File: src/rtl/pal576i_timing_if.sv
// Video timing bus between the PAL 576i timing generator and its consumers.
// master: timing generator (drives raster position and syncs, samples pixelCe).
// slave : pixel source / DAC side (drives pixelCe, observes the timing outputs).
interface pal576i_timing_if;
    logic       pixelCe;
    logic [9:0] pixelX;
    logic [9:0] pixelY;
    logic       displayEnable;
    logic       field;
    logic       nHsync;
    logic       nVsync;
    logic       nCsync;
    logic       frameStart;

    modport master (
        input  pixelCe,
        output pixelX, pixelY, displayEnable, field,
        output nHsync, nVsync, nCsync, frameStart
    );

    modport slave (
        output pixelCe,
        input  pixelX, pixelY, displayEnable, field,
        input  nHsync, nVsync, nCsync, frameStart
    );
endinterface

File: src/rtl/pal576i_timing.sv
// PAL 625-line 50 Hz interlaced raster timing generator at the 13.5 MHz sample rate.
// Latency: every output is a registered decode of (hCount, lineNum) one pixelCe behind the counters.
// Backpressure: none; pixelCe low freezes counters and outputs. Ports: clk, nReset, bus (master).
module pal576i_timing #(
    parameter int H_TOTAL        = 864,
    parameter int H_SYNC         = 63,
    parameter int H_ACTIVE_START = 132,
    parameter int H_ACTIVE       = 720,
    parameter int EQ_WIDTH       = 32,
    parameter int BROAD_WIDTH    = 368,
    parameter int V_ACTIVE       = 288
) (
    input  logic               clk,
    input  logic               nReset,
    pal576i_timing_if.master   bus
);
    localparam int HALF      = H_TOTAL / 2;
    localparam int F1_FIRST  = 23;
    localparam int F2_FIRST  = 336;
    localparam int LINES     = 625;

    typedef enum logic [1:0] {P_NONE, P_NORMAL, P_EQ, P_BROAD} pulse_t;

    logic [9:0] h_count;
    logic [9:0] line_num;

    // Sync pulse carried by one half-line of the vertical-interval pattern.
    function automatic pulse_t pulse_for(input logic [9:0] ln, input logic hb);
        pulse_t p;
        if (ln <= 10'd2)        p = P_BROAD;
        else if (ln == 10'd3)   p = hb ? P_EQ : P_BROAD;
        else if (ln <= 10'd5)   p = P_EQ;
        else if (ln <= 10'd310) p = hb ? P_NONE : P_NORMAL;
        else if (ln <= 10'd312) p = P_EQ;
        else if (ln == 10'd313) p = hb ? P_BROAD : P_EQ;
        else if (ln <= 10'd315) p = P_BROAD;
        else if (ln <= 10'd317) p = P_EQ;
        else if (ln == 10'd318) p = hb ? P_NONE : P_EQ;
        else if (ln <= 10'd622) p = hb ? P_NONE : P_NORMAL;
        else if (ln == 10'd623) p = hb ? P_EQ : P_NORMAL;
        else                    p = P_EQ;
        return p;
    endfunction

    logic       half_b;
    logic [9:0] h_off;
    pulse_t     pulse;
    logic       f1_line, f2_line, h_act, de;
    logic       csync_low, vsync_low;
    logic [9:0] x_dec, y_dec;

    always_comb begin
        half_b  = (h_count >= 10'(HALF));
        h_off   = half_b ? (h_count - 10'(HALF)) : h_count;
        pulse   = pulse_for(line_num, half_b);

        f1_line = (line_num >= 10'(F1_FIRST)) && (line_num < 10'(F1_FIRST + V_ACTIVE));
        f2_line = (line_num >= 10'(F2_FIRST)) && (line_num < 10'(F2_FIRST + V_ACTIVE));
        h_act   = (h_count >= 10'(H_ACTIVE_START)) &&
                  (h_count <  10'(H_ACTIVE_START + H_ACTIVE));
        de      = (f1_line || f2_line) && h_act;

        x_dec   = de ? (h_count - 10'(H_ACTIVE_START)) : 10'd0;
        y_dec   = 10'd0;
        if (de)
            y_dec = f1_line ? (line_num - 10'(F1_FIRST)) : (line_num - 10'(F2_FIRST));

        case (pulse)
            P_BROAD:  csync_low = (h_off < 10'(BROAD_WIDTH));
            P_EQ:     csync_low = (h_off < 10'(EQ_WIDTH));
            P_NORMAL: csync_low = (h_off < 10'(H_SYNC));
            default:  csync_low = 1'b0;
        endcase

        // Field 1 vsync starts on a line boundary, field 2 vsync starts mid-line.
        vsync_low = (line_num == 10'd1) || (line_num == 10'd2) ||
                    ((line_num == 10'd3) && !half_b) ||
                    ((line_num == 10'd313) && half_b) ||
                    (line_num == 10'd314) || (line_num == 10'd315);
    end

    always_ff @(posedge clk or negedge nReset) begin
        if (!nReset) begin
            h_count           <= 10'd0;
            line_num          <= 10'd1;
            bus.pixelX        <= 10'd0;
            bus.pixelY        <= 10'd0;
            bus.displayEnable <= 1'b0;
            bus.field         <= 1'b0;
            bus.nHsync        <= 1'b1;
            bus.nVsync        <= 1'b1;
            bus.nCsync        <= 1'b1;
            bus.frameStart    <= 1'b0;
        end else if (bus.pixelCe) begin
            bus.pixelX        <= x_dec;
            bus.pixelY        <= y_dec;
            bus.displayEnable <= de;
            bus.field         <= (line_num >= 10'd313);
            bus.nHsync        <= !(h_count < 10'(H_SYNC));
            bus.nVsync        <= !vsync_low;
            bus.nCsync        <= !csync_low;
            bus.frameStart    <= (h_count == 10'd0) && (line_num == 10'd1);

            // Comparisons use >= so a corrupted counter recovers on the next wrap.
            if (h_count >= 10'(H_TOTAL - 1)) begin
                h_count  <= 10'd0;
                if ((line_num >= 10'(LINES)) || (line_num == 10'd0))
                    line_num <= 10'd1;
                else
                    line_num <= line_num + 10'd1;
            end else begin
                h_count <= h_count + 10'd1;
            end
        end
    end
endmodule

File: src/flat_wrapper.sv
// flat-port wrapper written by rule: the top's interface ports become plain ports
module pal576i_timing_flat 
#(
    parameter int H_TOTAL        = 864,
    parameter int H_SYNC         = 63,
    parameter int H_ACTIVE_START = 132,
    parameter int H_ACTIVE       = 720,
    parameter int EQ_WIDTH       = 32,
    parameter int BROAD_WIDTH    = 368,
    parameter int V_ACTIVE       = 288
)
  (clk, nReset, bus_pixelCe, bus_pixelX, bus_pixelY, bus_displayEnable, bus_field, bus_nHsync, bus_nVsync, bus_nCsync, bus_frameStart);
  pal576i_timing_if bus_i ();
  input  logic clk;
  input  logic nReset;
  input wire logic [$bits(bus_i.pixelCe)-1:0] bus_pixelCe;
  output wire logic [$bits(bus_i.pixelX)-1:0] bus_pixelX;
  output wire logic [$bits(bus_i.pixelY)-1:0] bus_pixelY;
  output wire logic [$bits(bus_i.displayEnable)-1:0] bus_displayEnable;
  output wire logic [$bits(bus_i.field)-1:0] bus_field;
  output wire logic [$bits(bus_i.nHsync)-1:0] bus_nHsync;
  output wire logic [$bits(bus_i.nVsync)-1:0] bus_nVsync;
  output wire logic [$bits(bus_i.nCsync)-1:0] bus_nCsync;
  output wire logic [$bits(bus_i.frameStart)-1:0] bus_frameStart;
  assign bus_i.pixelCe = bus_pixelCe;
  assign bus_pixelX = bus_i.pixelX;
  assign bus_pixelY = bus_i.pixelY;
  assign bus_displayEnable = bus_i.displayEnable;
  assign bus_field = bus_i.field;
  assign bus_nHsync = bus_i.nHsync;
  assign bus_nVsync = bus_i.nVsync;
  assign bus_nCsync = bus_i.nCsync;
  assign bus_frameStart = bus_i.frameStart;
  pal576i_timing #(.H_TOTAL(H_TOTAL), .H_SYNC(H_SYNC), .H_ACTIVE_START(H_ACTIVE_START), .H_ACTIVE(H_ACTIVE), .EQ_WIDTH(EQ_WIDTH), .BROAD_WIDTH(BROAD_WIDTH), .V_ACTIVE(V_ACTIVE)) u_core (.clk(clk), .nReset(nReset), .bus(bus_i));
endmodule
File: config.mk
export PLATFORM = sky130hd
export DESIGN_NAME = pal576i_timing_flat
export DESIGN_NICKNAME = d
export VERILOG_FILES = /design/src/rtl/pal576i_timing_if.sv /design/src/rtl/pal576i_timing.sv /design/src/flat_wrapper.sv
export SDC_FILE = /design/constraint.sdc
export NUM_CORES = 1
export LEC_CHECK = 0
export CAP_MARGIN = 20
export CORE_AREA = 2 2 85 108
export CTS_CLUSTER_SIZE = 8
export DETAILED_ROUTE_END_ITERATION = 8
export DIE_AREA = 0 0 87 110
export GPL_ROUTABILITY_DRIVEN = 0
export GPL_TIMING_DRIVEN = 0
export PLACE_DENSITY = 0.69
export SYNTH_ARGS = -nofsm -noshare
export SYNTH_HDL_FRONTEND = slang
export SYNTH_SLANG_ARGS = --single-unit
File: constraint.sdc
create_clock -name clk -period 2.55 [get_ports clk]
set_input_delay 0.6375 -clock clk [delete_from_list [all_inputs] [get_ports clk]]
set_output_delay 0.6375 -clock clk [all_outputs]
set_load 0.03 [all_outputs]
==> impl_metrics.env <==
export IMPL_timing_critical_path_buf_inv=1
export IMPL_number_of_enable_type_register_cells_in_the_synthesized_netlist=0
export IMPL_post_route_cells_drive_above_1_share_pct=14.1
export IMPL_setup_tns_final_ns=0
export IMPL_critical_path_reg2reg_startpoint="u_core.h_count[4]"
export IMPL_yosysTopAreaCell="dfrtp_1"
export IMPL_multi_input_comb_area_mm2=0.00199
export IMPL_synth_cell_types=62
export IMPL_critPathLaunchType="register"
export IMPL_routed_via_count=3348
export IMPL_first_iter_violations=213
export IMPL_tritoncts_num_sinks=46
export IMPL_timing_critical_path_slowest_cell_delay_ns=0.46
export IMPL_yosysSeqAreaShare_pct=34.5
export IMPL_nets=481
export IMPL_reg2reg_setup_slack_ns=0.06
export IMPL_timing_slew_headroom_pct=53.1
export IMPL_clk_pin_slew_worst_paths_ns=0.09
export IMPL_drc=0
export IMPL_pwr_per_cell_area_mw_per_mm2=480
export IMPL_synth_top_cell_area_share_pct=31.4
export IMPL_drt_vias_per_instance=5.98
export IMPL_place_detailed_instances=539
export IMPL_antenna_cells_inserted=0
export IMPL_ys_ff_latch=46
export IMPL_route_final_wire_length_mm=9.55
export IMPL_core_area_mm2=0.00851
export IMPL_drt_pass1_iter_count=5
export IMPL_status="finished clean"
export IMPL_finalSetupViolCount=0
export IMPL_hold_path_class="in2async"
export IMPL_dieArea_mm2=0.00957
export IMPL_grt_usage_pct=19.9
export IMPL_finalClockSkew_ns=0.00633
export IMPL_dieWidth_um=87
export IMPL_ir_drop_v=0.000211
export IMPL_cts_made_buffers=5
export IMPL_synthArstFlopShare_pct=100
export IMPL_root_buf_cell="clkbuf_8"
export IMPL_floorplan_initialDensity_pct=39.4
export IMPL_final_max_slew_violation_count=0
export IMPL_worst_path_dominant_cell_family="compound AO/OA/AOI/OAI gates"
export IMPL_grt_overflow_total=0
export IMPL_die_y_um=110
export IMPL_grt_start_max_net_pins=30
export IMPL_cts_root_to_sink_buffers=2
export IMPL_fmax_mhz=402
export IMPL_post_synth_most_frequent_cells="dfrtp_1, nand2_1, inv_1"
export IMPL_route_antenna_remaining_nets=0
export IMPL_fin_crit_ns=2.49
export IMPL_io_buffers=27
export IMPL_area_growth_syn_to_layout_pct=20.8
export IMPL_post_synth_instance_area_mm2=0.00335
export IMPL_layout_cell_area_non_filler_mm2=0.00405
export IMPL_synthTopCellsByArea="dfrtp_1, ha_1, nand2_1"
export IMPL_worstReg2RegEnd="u_core.bus.nCsync"
export IMPL_instances_no_fill=560
export IMPL_critical_path_peak_fanout=8
export IMPL_final_period_utilization_pct=97.6
export IMPL_synth_net_count=433
export IMPL_top_level_ports=29
export IMPL_power_total_mw=1.94
export IMPL_synthesis_area_per_instance_um2=8.16
export IMPL_global_route_wire_length_before_repair_mm=15.1
export IMPL_place_hpwl_mm=6.83
export IMPL_wire_length_per_cell_after_detailed_routing_um=17.0
export IMPL_max_cap_violations=0
export IMPL_timing_setup_critical_path_class="reg2reg"
export IMPL_slowest_stage="dfrtp_2"
export IMPL_crit_chain="ha_1 -> buf_6 -> a311o_1 -> a31o_4 -> o311a_1 -> a2bb2oi_2 -> nor2_2 -> mux2i_1 -> o221a_1"
export IMPL_worst_slew_pin_slew_ns=0.697
export IMPL_seqCellArea_mm2=0.00116
export IMPL_yosys_cell_count_top_type="dfrtp_1"
export IMPL_tritoncts="done"
export IMPL_htree_num_levels=2
export IMPL_worst_ep_arrival_time_ns=2.74
export IMPL_ys_warn_count=0
export IMPL_critPathRequiredTime_ns=2.80
export IMPL_placed_cell_area_mm2=0.00376
export IMPL_final_hold_viol_count=0
export IMPL_worst_r2r_path_depth=9
export IMPL_antenna_found_initial=0
export IMPL_row_count=38
export IMPL_syn_inst=411
export IMPL_cellLeakagePower_nw=1.63
export IMPL_timing_critical_path_to_type="register"
export IMPL_postSynth_topFlopCell="dfrtp_1"
export IMPL_nFillCells=807
export IMPL_via_count_of_the_first_global_routing_pass=3110
export IMPL_worst_skew_pair_late_latency_ns=0.31
export IMPL_cp_num_cells=9
[worst max path at each step]
stage                            start                    to  slack [ns]
finish               u_core.h_count[4]     u_core.bus.nCsync        0.06
global route        u_core.line_num[5]  u_core.bus.pixelY[7]       -0.03
CTS                  u_core.h_count[5]    u_core.line_num[7]       0.003
detailed placement  u_core.line_num[0]  u_core.bus.pixelX[8]       -0.40
global placement                nReset  u_core.bus.pixelY[5]       -0.49
floorplan            u_core.h_count[4]     u_core.bus.nCsync        0.16
[registers in the layout, indices dropped and copies added (netlist names)]
register / cells
u_core.bus.field: 1
u_core.bus.pixelX: 10
u_core.bus.nCsync: 1
u_core.bus.nVsync: 1
u_core.h_count: 10
u_core.bus.frameStart: 1
u_core.bus.pixelY: 10
u_core.bus.nHsync: 1
u_core.line_num: 10
u_core.bus.displayEnable: 1
[what timing repair did]
item | CTS | global route
pin swaps | 2 | 9
setup endpoints to repair | 32 | 29
hold buffers | 0 | 0
resized for setup | 14 | 22
setup buffers | 1 | 14
[kinds of logic after synthesis]
family / count (synthesis) / share of synthesized area, %
AO/OA/AOI/OAI: 135 / 26.7
XOR/XNOR: 15 / 3.92
adder cells (fa/ha/maj): 19 / 7.09
buffers and inverters: 70 / 8.21
flip-flops: 46 / 34.5
multiplexers: 3 / 0.896
AND/OR/NAND/NOR: 123 / 18.7
[per-layer routing]
metal | vias to the layer above | routed length [µm] | GRT usage [%]
met5 | - | 0 | 0
met4 | 0 | 346 | 10.0
met3 | 27 | 526 | 2.68
met2 | 155 | 4860 | 34.3
li1 | 1564 | - | -
met1 | 1602 | 3820 | 24.1
[worst register-to-register path: stages, from the launching register on]
cell and delay, ns:
dfrtp_2 0.46, ha_1 0.22, buf_6 0.14, a311o_1 0.33
a31o_4 0.28, o311a_1 0.31, a2bb2oi_2 0.17, nor2_2 0.14
mux2i_1 0.19, o221a_1 0.20
[layout by cell type, fill, tap and decap left out, types with 4 or more instances in the layout]
master           Yosys  routed
nor2_1              21      20
xnor2_1             10      10
clkdlybuf4s50_1      0      26
xor2_1               5       5
clkbuf_8             0       5
dfrtp_1             42      40
nand2b_1             9       9
o31ai_1              8       8
inv_1               36      35
dfstp_2              4       4
a21oi_1             18      16
a311oi_1             5       5
clkbuf_4             0       4
buf_2                4       5
clkbuf_1            26      17
o21ai_0             27      27
o22ai_1             22      22
buf_4                0      15
nor2b_1              7       7
nand3_1             10      10
a31oi_1             10       9
nand2_1             37      35
and3_1               7       7
o21ai_1              9       9
nand4_1              6       6
and2_1               4       4
nor3b_1              6       5
a21o_1               4       4
ha_1                19      16
[final cells by class]
type	count	share of cell area [%]
Inverter	37	3.43
Tap cell	100	3.09
Multi-Input combinational cell	295	49.2
Buffer	31	3.65
Clock inverter	3	0.463
Timing Repair Buffer	43	9.82
Clock buffer	5	1.70
Sequential cell	46	28.6
[power by group]
part	switching [mW]	internal (mW)	total, mW
Combinational	0.376	0.271	0.647
Clock	0.269	0.194	0.463
Sequential	0.0526	0.781	0.833
Total	0.697	1.25	1.94
[through the flow]
step           hold slack (ns)  util (%)  setup WS (ns)
3_3_place_gp             0.483      44.0         -0.491
3_5_place_dp             0.486      44.2         -0.398
2_1_floorplan            0.342         -          0.157
6_report                 0.262      47.6         0.0618
5_1_grt                  0.282      47.6        -0.0288
4_1_cts                  0.272      45.7        0.00318
Note: power is estimated with default switching activity, not from simulation.
